## src/rtl/core_pkg.sv

```systemverilog
`default_nettype none
// ============================================================================
//  Module      : core_pkg
//  Description : Shared core types and constants for the fetch front end.
//  Revision    : 1.0 - initial release
// ============================================================================
package core_pkg;

    localparam int XLEN = 32;

    // Clears the byte-offset bits of a word address
    localparam logic [XLEN-1:0] INST_ALIGN_MASK = 32'hffff_fffc;

    // One queued instruction: its fetch PC and the fetched word
    typedef struct packed {
        logic [XLEN-1:0] pc;
        logic [XLEN-1:0] inst;
    } fetch_entry_t;

endpackage
`default_nettype wire

```

## src/rtl/inst_queue.sv

```systemverilog
`default_nettype none
// ============================================================================
//  Module      : inst_queue
//  Description : Synchronous in-order FIFO with push, pop, flush, an
//                occupancy count and a register-sourced head entry.
//  Revision    : 1.0 - initial release
// ============================================================================
module inst_queue
    import core_pkg::*;
#(
    parameter int  DEPTH   = 4,
    parameter type ENTRY_T = fetch_entry_t,
    localparam int CW      = $clog2(DEPTH + 1)
) (
    input  logic          clk,
    input  logic          rst,
    input  logic          push,
    input  ENTRY_T        push_data,
    input  logic          pop,
    input  logic          flush,
    output logic [CW-1:0] count,
    output logic          head_valid,
    output ENTRY_T        head
);

    localparam int PW = $clog2(DEPTH);

    ENTRY_T          mem [DEPTH];
    logic [PW-1:0]   rd_ptr;
    logic [PW-1:0]   wr_ptr;
    logic            do_push;
    logic            do_pop;

    // A push into a full queue is only legal when the head leaves the same edge
    assign do_pop     = pop && (count != '0);
    assign do_push    = push && ((count != CW'(DEPTH)) || do_pop);
    assign head_valid = (count != '0);
    assign head       = mem[rd_ptr];

    // Pointer and occupancy bookkeeping; flush discards every entry
    always_ff @(posedge clk or posedge rst) begin
        if (rst) begin
            rd_ptr <= '0;
            wr_ptr <= '0;
            count  <= '0;
        end else if (flush) begin
            rd_ptr <= '0;
            wr_ptr <= '0;
            count  <= '0;
        end else begin
            if (do_push) wr_ptr <= wr_ptr + PW'(1);
            if (do_pop)  rd_ptr <= rd_ptr + PW'(1);
            count <= count + CW'(do_push) - CW'(do_pop);
        end
    end

    // Entry storage; cleared on reset so the head reads as zero
    always_ff @(posedge clk or posedge rst) begin
        if (rst) begin
            for (int i = 0; i < DEPTH; i++) mem[i] <= '0;
        end else if (do_push && !flush) begin
            mem[wr_ptr] <= push_data;
        end
    end

endmodule
`default_nettype wire

```

## src/rtl/inst_fetch.sv

```systemverilog
`default_nettype none
// ============================================================================
//  Module      : inst_fetch
//  Description : Instruction-fetch front end. Issues sequential word fetches
//                under a credit limit, queues responses in order for decode,
//                and redirects on jumps by flushing the queue and dropping
//                stale in-flight responses.
//                Optional macro INST_FETCH_BYPASS_EN: a response arriving at
//                an empty queue is forwarded to decode in the same cycle.
//  Revision    : 1.0 - initial release
// ============================================================================
module inst_fetch
    import core_pkg::*;
#(
    parameter int          DEPTH    = 4,
    parameter logic [31:0] RESET_PC = 32'h0000_0000
) (
    input  logic        CLK,
    input  logic        RST,
    output logic        INST_RDEN,
    output logic [31:0] INST_RADDR,
    input  logic        MEM_WAIT,
    input  logic        INST_RVALID,
    input  logic [31:0] INST_RDATA,
    input  logic        JMP_DO,
    input  logic [31:0] JMP_PC,
    output logic        INST_VALID,
    output logic [31:0] INST_PC,
    output logic [31:0] INST_DATA,
    input  logic        INST_READY
);

    localparam int CW = $clog2(DEPTH + 1);

    logic [CW-1:0]  count;
    logic [CW-1:0]  outstanding;
    logic [CW-1:0]  drop_cnt;
    logic [CW:0]    inflight_total;
    logic           reset_hold;
    logic           credit_ok;
    logic           accept;
    logic           resp_keep;
    logic           push;
    logic           pop;
    logic           q_valid;
    logic [31:0]    resp_pc;
    logic [31:0]    jmp_target;
    fetch_entry_t   q_head;
    fetch_entry_t   push_entry;

    // Queued entries plus requests still in flight may never exceed DEPTH
    assign inflight_total = {1'b0, count} + {1'b0, outstanding};
    assign credit_ok      = inflight_total < (CW+1)'(DEPTH);
    assign INST_RDEN      = credit_ok && !JMP_DO && !reset_hold;
    assign accept         = INST_RDEN && !MEM_WAIT;
    assign jmp_target     = JMP_PC & INST_ALIGN_MASK;

    // A response is kept only when no stale responses remain to be dropped
    assign resp_keep  = INST_RVALID && (drop_cnt == '0) && !JMP_DO;
    assign push_entry = '{pc: resp_pc, inst: INST_RDATA};
    assign pop        = q_valid && INST_READY && !JMP_DO;

`ifdef INST_FETCH_BYPASS_EN
    logic bypass;

    // Forward straight to decode when nothing older is waiting in the queue
    assign bypass     = resp_keep && !q_valid;
    assign push       = resp_keep && !(bypass && INST_READY);
    assign INST_VALID = bypass || (q_valid && !JMP_DO);
    assign INST_PC    = bypass ? resp_pc    : q_head.pc;
    assign INST_DATA  = bypass ? INST_RDATA : q_head.inst;
`else
    assign push       = resp_keep;
    assign INST_VALID = q_valid && !JMP_DO;
    assign INST_PC    = q_head.pc;
    assign INST_DATA  = q_head.inst;
`endif

    inst_queue #(
        .DEPTH   (DEPTH),
        .ENTRY_T (fetch_entry_t)
    ) u_queue (
        .clk        (CLK),
        .rst        (RST),
        .push       (push),
        .push_data  (push_entry),
        .pop        (pop),
        .flush      (JMP_DO),
        .count      (count),
        .head_valid (q_valid),
        .head       (q_head)
    );

    // Fetch PC, response PC, credit and stale-response tracking
    always_ff @(posedge CLK or posedge RST) begin
        if (RST) begin
            reset_hold  <= 1'b1;
            INST_RADDR  <= RESET_PC & INST_ALIGN_MASK;
            resp_pc     <= RESET_PC & INST_ALIGN_MASK;
            outstanding <= '0;
            drop_cnt    <= '0;
        end else begin
            reset_hold <= 1'b0;
            if (JMP_DO) begin
                INST_RADDR  <= jmp_target;
                resp_pc     <= jmp_target;
                outstanding <= outstanding - CW'(INST_RVALID);
                // Every request still in flight after this edge is stale.
                // outstanding already includes responses pending a drop, so
                // it alone is the drop total (keeps back-to-back jumps exact).
                drop_cnt    <= outstanding - CW'(INST_RVALID);
            end else begin
                if (accept)    INST_RADDR <= INST_RADDR + 32'd4;
                if (resp_keep) resp_pc    <= resp_pc + 32'd4;
                if (INST_RVALID && (drop_cnt != '0)) drop_cnt <= drop_cnt - CW'(1);
                outstanding <= outstanding + CW'(accept) - CW'(INST_RVALID);
            end
        end
    end

endmodule
`default_nettype wire

```

## config.mk

```make
export PLATFORM = sky130hd
export DESIGN_NAME = inst_fetch
export DESIGN_NICKNAME = d
export VERILOG_FILES = /design/src/rtl/core_pkg.sv /design/src/rtl/inst_queue.sv /design/src/rtl/inst_fetch.sv
export SDC_FILE = /design/constraint.sdc
export NUM_CORES = 1
export LEC_CHECK = 0
export CORE_ASPECT_RATIO = 1.2
export CORE_MARGIN = 4
export CORE_UTILIZATION = 61
export DETAILED_ROUTE_END_ITERATION = 10
export PLACE_DENSITY = 0.85
export SKIP_CTS_REPAIR_TIMING = 1
export SLEW_MARGIN = 20
export SYNTH_ARGS = -nofsm -noshare
export SYNTH_HDL_FRONTEND = slang
export SYNTH_SLANG_ARGS = --single-unit
```

## constraint.sdc

```tcl
create_clock -name CLK -period 30 [get_ports CLK]
set_input_delay 3 -clock CLK [delete_from_list [all_inputs] [get_ports CLK]]
set_output_delay 3 -clock CLK [all_outputs]
set_load 0.02 [all_outputs]
```

# After elaboration in Yosys (flattened, before gate mapping)
# Index checks and enable logic that the tools add are counted.
# W data, S select, Z words.
# totals
reg_bits	334
wordCells	77
input_bits	70
out_inout_bits	98
# classes
magnitude_cmp	4
eq_ne	1
bitwise_logic	2
n_mux	18
add_sub_neg	11
n_reduce_logical	25
# op_table
operator	count
$bwmux W256	1
$mux W64	3
$bmux W64 S2	1
$demux W64 S2	1
$mux W32	4
$add A32 B3 Y32 const B	2
$logic_and A1 B1 Y1	13
$mux W3	4
$reduce_bool A2 Y1	5
$sub A3 B1 Y3	3
$mux W2	4
$add A3 B1 Y3	2
$ge A3 B3 Y1 const B	2
$not A2 Y3	2
$reduce_bool A3 Y1	2
$add A2 B1 Y2 const B	2
$add A3 B3 Y4	1
$lt A4 B3 Y1 const B	1
$logic_not A1 Y1	3
$logic_not A3 Y1	1
$lt A3 B1 Y1 const B	1
$ne A3 B3 Y1 const B	1
$sub A3 B1 Y3 const B	1
$logic_or A1 B1 Y1	1

# Depth between registers and ports, before layout
# Gate-level depths: netlist of the first run.
# logic_depth
ltp_word	9
depth_mapped	13
depth_no_buf	11

# Modules after synthesis
# A second synthesis of the first run with hierarchy kept.
# hier_totals
cells_unflattened	1088
hier_area_um2	15891.5
# by_module_without_submodules
mod	instances	seq_area_each_um2	cells_each	area_each_um2
inst_queue	1	6581.3	664	12099.1
inst_fetch	1	1677.9	424	3792.4

# Worst setup path before layout of the first run
# OpenSTA, ideal clock, no wires.
# synth_path
kind	input port to output port
from	in JMP_DO
to	out INST_VALID
slack_ps	22951
t_required_ps	27000
cell_stages	4
arrival_ps	4049
path_cell_list	clkbuf_1 -> clkbuf_1 -> clkbuf_1 -> nor2_1
# synth_between
elab_chain_len	2
# synth_lines
element	line_no	text
start, declared	inst_fetch.sv:25	input logic JMP_DO,
$logic_not A1 Y1	inst_fetch.sv:74	assign INST_VALID = q_valid && !JMP_DO;
$logic_and A1 B1 Y1	inst_fetch.sv:74	
end, declared	inst_fetch.sv:27	output logic INST_VALID,
# No other way between the ends.

# Worst setup path after layout of the first run
# layout_path
from	in JMP_DO
to	out INST_RDEN
# layout_between
elab_chain_len	3
# layout_lines
element	line_no	text
$logic_not A1 Y1	inst_fetch.sv:54	assign INST_RDEN = credit_ok && !JMP_DO && !reset_hold;
$logic_and A1 B1 Y1 (2 in series)	inst_fetch.sv:54	
end, declared	inst_fetch.sv:20	output logic INST_RDEN,
# No other way between the ends.

==> results of run 1 <==
## where the power goes
part	total (uW)	leakage, uW	internal [uW]	switching (uW)
clock network	442	0.000591	276	165
logic	519	0.00305	286	233
registers	597	0.00423	526	70.9
## final timing paths
path                                     to  slack, ns  cells past startpoint
max                               INST_RDEN      22.65                      3
min reg2reg                  u_queue.mem[8]       0.50                      1
max reg2reg                  outstanding[2]      26.02                     11
max in group asynchronous   u_queue.mem[95]      24.55                      4
min in group asynchronous  u_queue.mem[151]       3.11                      2
min                          u_queue.mem[8]       0.50                      1
## cells in the final DEF, fill, tap and decap left out, types with 5 or more instances in the layout
master	netlist	routed
dfrtp_1	321	319
mux2_2	255	255
clkdlybuf4s50_1	0	160
mux4_2	62	62
nand2_1	52	52
clkbuf_16	0	37
nand3_1	32	32
o21ai_0	28	28
nor2_1	28	28
xor2_1	21	21
xnor2_1	20	20
nand4_1	20	20
inv_1	18	17
ha_1	16	16
buf_4	32	11
o311ai_1	10	10
o21ai_1	9	9
nor3_2	8	8
o211ai_1	8	8
and3_1	7	7
clkbuf_1	29	7
clkbuf_8	0	7
nor3_1	6	6
o311ai_0	6	6
a21oi_1	5	5
conb_1	1	5
## sequential cells by signal, indices dropped and copies added, names as in the netlist, 2 cells and up
| register | count |
|---|---|
| u_queue.wr_ptr | 2 |
| INST_RADDR | 30 |
| u_queue.rd_ptr | 2 |
| drop_cnt | 3 |
| outstanding | 3 |
| u_queue.count | 3 |
| resp_pc | 30 |
| u_queue.mem | 248 |
## cell families after synthesis
group,Yosys count,share of synthesized area [%]
AO/OA/AOI/OAI,83,3.83
XOR/XNOR,41,2.37
adder cells (fa/ha/maj),18,1.59
buffers and inverters,95,3.43
flip-flops,322,53.2
multiplexers,319,28.3
other,1,0.0248
AND/OR/NAND/NOR,191,7.18
## through the flow
stage	std cells	hold slack (ns)	area, um^2
after global routing	1551	0.509	18000
after floorplan	1074	0.475	15100
after detailed placement	1491	0.490	16800
after global placement	1491	0.483	16800
final	1551	0.501	18000
after CTS	1551	0.503	18000
## area by class of cell
class                   instances  area [um^2]  area share (%)
multi-input cells             657         6580            36.5
repair buffers                172         1690            9.38
clock inverters                 9          149           0.827
inverters                      20         82.6           0.459
flip-flops and latches        322         8060            44.8
clock buffers                  51         1050            5.82
well taps                     320          400            2.22
## layer usage
| layer | share of wire [%] | GRT usage [%] | up-vias |
|---|---|---|---|
| met1 | 42 | 33.4 | 4943 |
| li1 | - | - | 4206 |
| met5 | 0 | 0 | - |
| met3 | 5.4 | 4.25 | 67 |
| met2 | 50 | 41.8 | 336 |
| met4 | 2.6 | 7.77 | 0 |
## worst reg2reg max path, stage by stage (launching register included)
cell	delay, ns
dfrtp_1	0.47
ha_1	0.24
or4_4	0.62
nor3_4	0.70
inv_2	0.38
ha_1	0.40
inv_1	0.04
ha_1	0.18
fa_1	0.38
xor2_1	0.15
o21ai_0	0.18
xor2_1	0.16
==> flow_summary.yaml, run 1 <==
critical_path:
  cpLargestDelayFamily: "buffers and inverters"
  cp_slowest_cell: "clkdlybuf4s50_1"
  cp_slowest_stage_delay_ns: 0.73
  startpoint_type: "input pin"
  cp-startpoint: "JMP_DO"
  crit_buf_inv: 2
  end_kind: "output port"
  reg2reg_from: "u_queue.count[1]"
  crit_chain: "buf_2 > a311oi_1 > clkdlybuf4s50_1"
  crit_path_max_fanout: 3
  cp_data_arrival_time_ns: 4.35
  cp.required_ns: 27.00
  crit_type: "in2out"
synthesis:
  synthFlopType: "dfrtp_1"
  synthCells: 1070
  synth.most_common_cell: "dfrtp_1"
  yosysTopAreaCellShare_pct: 53.1
  yosysTopAreaCell: "dfrtp_1"
  synth_area_um2: 15100
  synthArstFlopShare_pct: 100
  synth_seq_cells: 322
  synthTopCellsByArea: "dfrtp_1 (53%), mux2_2 (19%), mux4_2 (9.2%)"
  synth_edf_count: 0
  syn_area_per_cell_um2: 14.1
  ys_seq_area_share_pct: 53.2
  yosys_warnings: 0
  netlist_top_cells_count: "dfrtp_1 (321), mux2_2 (255), mux4_2 (62), nand2_1 (52)"
  ys_types: 59
die:
  core_um2: 24200
  pin_count: 168
  die_area_um2: 27400
  die-width_um: 152
  initial_core_util_pct: 62.5
  chipHeight_um: 181
  rows: 62
layout:
  drive_gt1_share_pct: 34.1
  utilization_pct: 74.4
  diodes: 0
  fillerInstances: 1544
  syn_to_final_growth_pct: 19.0
  layout.nets: 1295
sta:
  fin_crit_ns: 7.35
  finClkSkew_ns: 0.0179
  fmax_mhz: 136
  setup_slack_ns: 22.65
  setup_viol_count_final: 0
  finalHoldViolCount: 0
  timing.final.crit_share_pct: 24.5
  rsz0062_at_grt: "false"
  finalSetupTns_ns: 0
  final_max_slew_viol_count: 0
  relSlewSlack_pct: 34.2
  tightest_slew_ns: 0.987
power_and_ir_drop:
  p_leak_uw: 0.00787
  power.density_nw_per_um2: 86.5
  p_total_uw: 1560
  peakVddDrop_mv: 0.0582
route:
  viasPerCell: 6.16
  drtIter0Drc: 558
  num_vias: 9552
  drc: 0
  ant_nets: 0
  dr.pass1.iters: 5
  drt-total-wl_um: 33400
  avgRoutedWirePerCell_um: 21.5
hold_path:
  hp-class: "reg2reg"
  hp-start: "u_queue.mem[8]"
clock_tree:
  cts_num_sinks: 322
  cts_buffers: 34
  clock_latency_ns: 0.50
  cts_tree: "yes"
  cts.clk_slew.worst_paths_ns: 0.06
  h-tree-depth: 2
  clock_path_buffers: 3
  cts_root_buf: "clkbuf_16"
grt:
  grt_max_degree: 133
  grt_pass1_wl_um: 54500
  grt_pass1_vias: 10371
  antenna_found_initial: 0
  grtUsageTotal_pct: 24.9
  overflow: 0
placed_design:
  io_buffers: 161
  place_congestion: 0.918
  dp_slack_ns: 22.70
  dp_hpwl_um: 21300
outcome:
  status: "finished clean"
job:
  maxCapViolations: 0
(Power assumes the default switching activity.)
==> run 2: changes to the inputs <==
--- a/config.mk
+++ b/config.mk
@@ -7,9 +7,9 @@
 export LEC_CHECK = 0
 export CORE_ASPECT_RATIO = 1.2
 export CORE_MARGIN = 4
-export CORE_UTILIZATION = 61
+export CORE_UTILIZATION = 51
 export DETAILED_ROUTE_END_ITERATION = 10
-export PLACE_DENSITY = 0.85
+export PLACE_DENSITY = 0.76
 export SKIP_CTS_REPAIR_TIMING = 1
 export SLEW_MARGIN = 20
 export SYNTH_ARGS = -nofsm -noshare
==> constraint.sdc (replaced) <==
create_clock -name CLK -period 6.37 [get_ports CLK]
set_input_delay 0.637 -clock CLK [delete_from_list [all_inputs] [get_ports CLK]]
set_output_delay 0.637 -clock CLK [all_outputs]
set_load 0.02 [all_outputs]
==> flow_summary.yaml, run 2 (synthesis results as in run 1) <==
outcome:
  status: "finished clean"
sta:
  rsz0062_at_grt: "false"
  fmax_mhz: 247
  final_max_slew_viol_count: 0
  finClkSkew_ns: 0.0216
  tightest_slew_ns: 1.01
  setup_slack_ns: 2.32
  fin_crit_ns: 4.05
  timing.final.crit_share_pct: 63.5
  relSlewSlack_pct: 32.6
  setup_viol_count_final: 0
  finalSetupTns_ns: 0
  finalHoldViolCount: 0
die:
  pin_count: 168
  die_area_um2: 32500
  core_um2: 29000
  chipHeight_um: 197
  die-width_um: 165
  rows: 68
  initial_core_util_pct: 52.2
hold_path:
  hp-start: "u_queue.mem[112]"
  hp-class: "reg2reg"
  min_to: "u_queue.mem[112]"
  hold_path_depth: 1
route:
  num_vias: 9368
  viasPerCell: 5.81
  drc: 0
  avgRoutedWirePerCell_um: 20.2
  ant_nets: 0
  drtIter0Drc: 517
  dr.pass1.iters: 5
  drt-total-wl_um: 32600
critical_path:
  cp_slowest_cell: "nor3_4"
  crit_top_cell: "ha_1"
  cp.required_ns: 6.80
  end_kind: "flip-flop"
  cp_slowest_stage_delay_ns: 0.71
  cp_data_arrival_time_ns: 4.48
  crit_type: "reg2reg"
  rr_endpoint: "outstanding[2]"
  startpoint_type: "flip-flop"
  crit_buf_inv: 2
  reg2reg_from: "u_queue.count[2]"
  crit_path_max_fanout: 24
  cpLargestDelayFamily: "simple AND/OR/NAND/NOR gates"
  crit_chain: "ha_1 > or4_4 > nor3_4 > inv_2 > ha_1 > inv_1 > ha_1 > fa_1 > xor2_1 > o21ai_0 > xor2_1"
  reg2reg_depth: 11
  rrSetupSlack_ns: 2.32
clock_tree:
  cts_buffers: 35
  cts_num_sinks: 322
  h-tree-depth: 2
  cts.clk_slew.worst_paths_ns: 0.06
  cts_tree: "yes"
  cts_root_buf: "clkbuf_16"
  clock_path_buffers: 3
  clock_latency_ns: 0.51
job:
  maxCapViolations: 0
placed_design:
  dp_slack_ns: 2.31
  io_buffers: 161
  place_congestion: 0.861
  dp_hpwl_um: 20200
grt:
  grt_pass1_vias: 9940
  grtUsageTotal_pct: 20.4
  antenna_found_initial: 0
  grt_max_degree: 191
  grt_pass1_wl_um: 53100
  overflow: 0
layout:
  diodes: 0
  syn_to_final_growth_pct: 19.4
  regMostFlops: "u_queue.mem"
  layout.nets: 1297
  final_cell_mix: "dfrtp_1 (319), mux2_2 (255), clkdlybuf4s50_1 (160), mux4_2 (62), nand2_1 (52)"
  drive_gt1_share_pct: 33.9
  largestRegisters: "u_queue.mem: 248 flops, INST_RADDR: 30 flops, resp_pc: 30 flops"
  mostFrequentLayoutCell: "dfrtp_1"
  largest_reg_flops: 248
power_and_ir_drop:
  power.density_nw_per_um2: 401
  p_leak_uw: 0.00784
  peakVddDrop_mv: 0.268
## run 2: worst register-to-register path, stage by stage (launching register included)
cell and delay, ns:
dfrtp_1 0.42, ha_1 0.31, or4_4 0.60, nor3_4 0.71, inv_2 0.42, ha_1 0.41, inv_1 0.04, ha_1 0.19
fa_1 0.38, xor2_1 0.15, o21ai_0 0.19, xor2_1 0.16
## run 2: per-stage QoR
step	total power (uW)	utilization [%]	hold WS, ns	area (um^2)	instances
final	7240	62.3	0.499	18100	1613
after global routing	7620	62.3	0.511	18100	1613
after CTS	7340	62.2	0.503	18000	1612
after detailed placement	5310	58.3	0.491	16900	1556
after global placement	5240	58.3	0.483	16900	1556
after floorplan	4350	-	0.475	15200	1074
## run 2: layout make-up
cell class	count	area (um^2)
Clock inverter	6	105
Timing Repair Buffer	173	1730
Fill cell	2236	10900
Tap cell	385	482
Inverter	20	78.8
Multi-Input combinational cell	657	6580
Clock buffer	50	1020
Sequential cell	322	8060
## run 2: routing by layer
layer	track usage [%]	share of wire [%]	wire (um)
met3	3.89	5.7	1880
met4	4.31	1.5	483
met1	28.3	44	14200
met2	33.8	49	16100
met5	0	0	0
## run 2: worst max-delay path by stage
| stage | startpoint | to | slack [ns] | cells after the start |
|---|---|---|---|---|
| CTS | u_queue.rd_ptr[0] | INST_PC[29] | 2.29 | 3 |
| detailed placement | MEM_WAIT | outstanding[2] | 2.31 | 11 |
| finish | u_queue.count[2] | outstanding[2] | 2.32 | 11 |
| floorplan | RST | INST_RADDR[10] | 1.44 | 1 |
| global placement | MEM_WAIT | outstanding[2] | 2.35 | 11 |
| global route | u_queue.count[2] | outstanding[2] | 2.13 | 11 |
## run 2: report_power, final
| part | internal (uW) | leakage, uW | switching (uW) |
|---|---|---|---|
| logic | 1350 | 0.00306 | 1050 |
| clock network | 1230 | 0.000555 | 768 |
| registers | 2480 | 0.00423 | 358 |
